$ cat src/rtl/rf_mp_pkg.sv
// Shared CPU parameter package: register-file geometry used by the
// register file and the rest of the datapath.
package rf_mp_pkg;

   localparam int RF_DATA_W = 32;
   localparam int RF_ADDR_W = 5;
   localparam int RF_NRD    = 2;
   localparam int RF_NWR    = 2;

   typedef logic [RF_DATA_W-1:0] rfWord_t;
   typedef logic [RF_ADDR_W-1:0] rfAddr_t;

endpackage

$ cat src/rtl/rf_scoreboard.sv
// Per-register pending-write (busy) bits with one reservation port,
// NWR clear ports and NRD combinational query ports.
module rf_scoreboard import rf_mp_pkg::*; #(
   parameter int ADDR_W = RF_ADDR_W,
   parameter int NWR    = RF_NWR,
   parameter int NRD    = RF_NRD
) (
   input  logic                  clk,
   input  logic                  rst,
   input  logic                  setEn,
   input  logic [ADDR_W-1:0]     setAddr,
   input  logic [NWR-1:0]        clrEn,
   input  logic [NWR*ADDR_W-1:0] clrAddr,
   input  logic [NRD*ADDR_W-1:0] qAddr,
   output logic [NRD-1:0]        qBusy
);

   localparam int DEPTH = 1 << ADDR_W;

   logic [DEPTH-1:0] busy;
   logic [DEPTH-1:0] busyNext;

   // Clears are applied before the set so a new producer reserving the
   // register in the same cycle keeps it busy; r0 can never be busy.
   always_comb begin
      busyNext = busy;
      for (int k = 0; k < NWR; k++) begin
         if (clrEn[k]) busyNext[clrAddr[k*ADDR_W +: ADDR_W]] = 1'b0;
      end
      if (setEn) busyNext[setAddr] = 1'b1;
      busyNext[0] = 1'b0;
   end

   always_ff @(posedge clk) begin
      if (rst) busy <= '0;
      else     busy <= busyNext;
   end

   always_comb begin
      qBusy = '0;
      for (int p = 0; p < NRD; p++) begin
         qBusy[p] = busy[qAddr[p*ADDR_W +: ADDR_W]];
      end
   end

endmodule

$ cat src/rtl/rf_mp.sv
// Multi-port register file with write-first bypass, hardwired-zero r0
// and a scoreboard reporting pending writes per read port.
module rf_mp import rf_mp_pkg::*; #(
   parameter int DATA_W = RF_DATA_W,
   parameter int ADDR_W = RF_ADDR_W,
   parameter int NRD    = RF_NRD,
   parameter int NWR    = RF_NWR
) (
   input  logic                  clk,
   input  logic                  rst,
   input  logic [NWR-1:0]        we,
   input  logic [NWR*ADDR_W-1:0] waddr,
   input  logic [NWR*DATA_W-1:0] wdata,
   input  logic [NRD*ADDR_W-1:0] raddr,
   output logic [NRD*DATA_W-1:0] rdata,
   input  logic                  iss_en,
   input  logic [ADDR_W-1:0]     iss_addr,
   output logic [NRD-1:0]        rbusy
);

   localparam int DEPTH = 1 << ADDR_W;

   if (DATA_W < 1 || ADDR_W < 1 || NRD < 1 || NRD > 4 || NWR < 1 || NWR > 2) begin : gBadParam
      $error("rf_mp: parameter out of range (DATA_W=%0d ADDR_W=%0d NRD=%0d NWR=%0d)",
             DATA_W, ADDR_W, NRD, NWR);
   end

   logic [DEPTH-1:0][DATA_W-1:0] mem;
   logic [NWR-1:0]               wrLive;
   logic [NRD-1:0]               sbBusy;
   logic [NRD-1:0]               rdHit;

   // A write to r0 is dropped here so neither storage nor the scoreboard sees it.
   always_comb begin
      wrLive = '0;
      for (int k = 0; k < NWR; k++) begin
         wrLive[k] = we[k] && (waddr[k*ADDR_W +: ADDR_W] != '0);
      end
   end

   // Higher-numbered write ports are assigned last, so they win on collisions.
   always_ff @(posedge clk) begin
      if (rst) begin
         mem <= '0;
      end else begin
         for (int k = 0; k < NWR; k++) begin
            if (wrLive[k]) mem[waddr[k*ADDR_W +: ADDR_W]] <= wdata[k*DATA_W +: DATA_W];
         end
      end
   end

   // Read path: storage, overridden by any same-cycle write to the address.
   always_comb begin
      rdata = '0;
      rdHit = '0;
      for (int p = 0; p < NRD; p++) begin
         if (raddr[p*ADDR_W +: ADDR_W] != '0) begin
            rdata[p*DATA_W +: DATA_W] = mem[raddr[p*ADDR_W +: ADDR_W]];
            for (int k = 0; k < NWR; k++) begin
               if (wrLive[k] && (waddr[k*ADDR_W +: ADDR_W] == raddr[p*ADDR_W +: ADDR_W])) begin
                  rdata[p*DATA_W +: DATA_W] = wdata[k*DATA_W +: DATA_W];
                  rdHit[p] = 1'b1;
               end
            end
         end
      end
   end

   rf_scoreboard #(
      .ADDR_W(ADDR_W),
      .NWR   (NWR),
      .NRD   (NRD)
   ) uScoreboard (
      .clk    (clk),
      .rst    (rst),
      .setEn  (iss_en && (iss_addr != '0)),
      .setAddr(iss_addr),
      .clrEn  (wrLive),
      .clrAddr(waddr),
      .qAddr  (raddr),
      .qBusy  (sbBusy)
   );

   // A value being written this cycle is already forwarded, so it is not pending.
   always_comb begin
      rbusy = '0;
      for (int p = 0; p < NRD; p++) begin
         rbusy[p] = sbBusy[p] && !rdHit[p] && (raddr[p*ADDR_W +: ADDR_W] != '0);
      end
   end

endmodule
$ cat config.mk
export PLATFORM = sky130hd
export DESIGN_NAME = rf_mp
export DESIGN_NICKNAME = d
export VERILOG_FILES = /design/src/rtl/rf_mp_pkg.sv /design/src/rtl/rf_scoreboard.sv /design/src/rtl/rf_mp.sv
export SDC_FILE = /design/constraint.sdc
export NUM_CORES = 2
export LEC_CHECK = 0
export ABC_CLOCK_PERIOD_IN_PS = 4600
export CAP_MARGIN = 20
export CORE_UTILIZATION = 40
export CTS_CLUSTER_SIZE = 30
export DETAILED_ROUTE_END_ITERATION = 7
export HOLD_SLACK_MARGIN = 0.05
export PLACE_DENSITY = 0.53
export RECOVER_POWER = 50
export SLEW_MARGIN = 20
export SYNTH_ARGS = -nofsm -noshare
export SYNTH_HDL_FRONTEND = slang
export SYNTH_HIERARCHICAL = 1
export SYNTH_SLANG_ARGS = --single-unit
$ cat constraint.sdc
create_clock -name clk -period 4.6 [get_ports clk]
set_input_delay 0.92 -clock clk [delete_from_list [all_inputs] [get_ports clk]]
set_output_delay 0.92 -clock clk [all_outputs]
set_load 0.01 [all_outputs]
==> metrics.md <==
| Metric | Value |
|---|---|
| Max Fanout on Critical Path | `15` |
| Drt wl/cell | `34.1 um` |
| Minimum clock period | `4690 ps` |
| Slew HR | `-63.4%` |
| Total Wirelength | `317 mm` |
| Outcome | `finished, violations left` |
| Routability cong. | `0.920` |
| Worst min path class | `reg2reg` |
| Hold Path Stages | `1` |
| Failing checks | `max-capacitance violations, max-slew violations, negative setup slack` |
| Final setup viols | `18` |
| H-tree depth | `4` |
| Fillers | `15.2k` |
| DP HPWL | `195 mm` |
| Synth Register Bits | `1055` |
| Clock power share | `45.4%` |
| P_int | `16.8 mW` |
| Worst Path Arrival | `3770 ps` |
| Worst hold endpoint | `mem[10]` |
| Clk pin slew, worst setup/hold paths | `60 ps` |
| CP Launch Type | `input port` |
| Vias in the first global route | `59.9k` |
| CTS tree | `yes` |
| Finished Core Util | `46.8%` |
| Post-Syn Nets | `7156` |
| Setup TNS | `-454 ps` |
| Final nets | `7067` |
| Flop pwr share | `40.3%` |
| Num ports | `160` |
| Drt pass-1 iters | `6` |
| Port Buffers | `159` |
| Total gr overflow | `0` |
| Sw Pwr | `6.64 mW` |
| Clock Sinks | `1055` |
| Max Cap Viol | `23` |
| Reg2reg end | `mem[534]` |
| # DRC | `0` |
| Die X | `409 um` |
| RSZ-0062 raised after global routing | `no` |
| Largest net degree at the start of global routing | `116` |
| Via count | `63.9k` |
| Die height | `409 um` |
| First-pass GRT wire length | `449 mm` |
| Worst-Skew Late Latency | `780 ps` |
| Tcrit/Tclk final | `102%` |
| Cell Pwr Density | `304 nW/um2` |
| Pre-CTS setup slack | `-394 ps` |
| Leak pwr | `26.8 nW` |
| R2R cell count | `2` |
| Hold wc startpoint | `mem[10]` |
| Flop2flop setup slack | `3650 ps` |
| Final hold violations | `0` |
| Synthesized instance count | `7062` |
| Detail Route Antenna Nets | `0` |
| Starting density of the core | `40.3%` |
| CTS root buf | `clkbuf_16` |
| Setup CP Type | `in2out` |
| Row count | `149` |
| Slew Viols, Final | `1291` |
| Worst VDD drop | `0.347 mV` |
| Seq/Total Area, Yosys | `31.9%` |
| Area of the core | `165000 um2` |
| Critical register-to-register path startpoint | `mem[534]` |
| All-Layer GR Usage | `36.7%` |
| CTS Buffer Depth | `3` |
| Netlist cell types | `58` |
| Switching share of total power | `28.4%` |
| Comb pwr share | `14.3%` |
| Die footprint | `167000 um2` |
| Fmax | `213 MHz` |
| Synth Warn # | `6` |
| DR iter-0 viols | `9753` |
| Worst path required time | `3680 ps` |
| Mapped cell area | `66300 um2` |
| Layout area overhead | `16.2%` |
| Crit path capture type | `output port` |
| PnR worst setup slack | `-87.5 ps` |
| Antenna violations before repair | `32` |
| Fraction of layout cells with a size suffix above 1 | `20.1%` |
| Most frequent cells in the layout | `dfxtp_1 (1055), nor2_1 (993), mux2i_1 (791)` |
| Post-synth top flop | `dfxtp_1` |
| Layout Skew | `0 ps` |
| Async set-reset flop share out of synthesis | `0%` |
| Post-Syn Area per Cell | `9.38 um2` |
| Total CTS buffers | `131` |
| Routed vias/inst | `6.88` |
| Most common cell after layout, fill and taps aside | `dfxtp_1` |
| Post-synth EDFFs | `0` |
| Worst-margin pin slew | `2450 ps` |
cell type report:
type	count	area, um2	area share, %
Clock inverter	34	328	0.426
Tap cell	2189	2740	3.56
Timing Repair Buffer	783	7820	10.2
Multi-Input combinational cell	5000	41000	53.2
Clock buffer	200	3970	5.15
Antenna cell	19	47.5	0.0617
Sequential cell	1055	21100	27.4
Inverter	2	7.51	0.00975
synthesized netlist by cell type (62+ instances only):
| library cell | n | share of area (%) |
|---|---|---|
| nand3_1 | 375 | 2.8 |
| nand2_1 | 404 | 2.3 |
| clkbuf_1 | 672 | 3.8 |
| a211oi_1 | 702 | 8.0 |
| nor2b_1 | 94 | 0.89 |
| and2_1 | 62 | 0.59 |
| buf_4 | 68 | 0.77 |
| dfxtp_1 | 1055 | 32 |
| a22oi_1 | 68 | 0.77 |
| a311oi_1 | 352 | 4.7 |
| a21oi_1 | 185 | 1.4 |
| mux2i_1 | 791 | 12 |
| buf_2 | 148 | 1.1 |
| nor2_1 | 1000 | 5.7 |
| mux4_2 | 412 | 14 |
how the worst max path moves through the flow:
stage	startpoint	end	depth (start not counted)	slack, ps
floorplan	raddr[1]	rdata[10]	8	1080
CTS	waddr[0]	rdata[16]	10	0.09
global route	waddr[3]	rdata[34]	10	0.1
global placement	waddr[2]	rdata[22]	9	-400
finish	raddr[5]	rdata[41]	8	-90
detailed placement	waddr[2]	rdata[22]	9	-390
critical path, cell delays in order:
cell             delay, ps
buf_16                 220
buf_4                  190
mux4_2                 490
a2111oi_0              910
buf_4                  240
or4_1                  120
a21oi_2                100
clkdlybuf4s50_1        500
layer usage:
layer | vias to the layer above | GRT usage, % | share of wire [%]
met2 | 4389 | 51.6 | 41
li1 | 26700 | - | -
met4 | 14 | 19.0 | 5.8
met1 | 31900 | 50.5 | 41
met5 | - | 0 | 0.030
met3 | 973 | 10.8 | 13
metrics by stage:
step                      hold slack [ps]  instance area (um2)  std cells  power [mW]
after floorplan                       448                66300       7062        11.3
after global placement                462                72700       9027        12.8
after detailed placement              468                72700       9027        12.9
after CTS                             478                77200       9264        23.4
after global routing                  487                77000       9269        23.9
final                                 476                77000       9282        23.4
cells by family (layout without fill, tap and decap cells):
group	after synthesis	count (layout)	share of synthesized area, %
other	0	19	0
AO/OA/AOI/OAI	1559	1559	17.5
AND/OR/NAND/NOR	2111	2111	14.2
flip-flops	1055	1055	31.9
XOR/XNOR	20	20	0.264
buffers and inverters	1007	1019	7.32
multiplexers	1310	1310	28.8
state kept, by name, indices dropped and copies added (netlist names):
register and count:
mem 1024, uScoreboard/busy 31
power groups by stage:
stage	registers [mW]	logic, mW	clock network [mW]
6_report	9.44	3.34	10.6
5_1_grt	9.46	3.41	11.0
4_1_cts	9.44	3.25	10.7
3_5_place_dp	9.64	3.23	0
3_3_place_gp	9.63	3.21	0
2_1_floorplan	9.59	1.76	0
what timing repair did:
item,4_1_cts,5_1_grt
setup buffers,2,0
gates resized for setup,94,33
cloned,1,0
setup endpoints to repair,59,37
pin swaps,10,1
hold buffers,0,0
(Power assumes the default switching activity.)
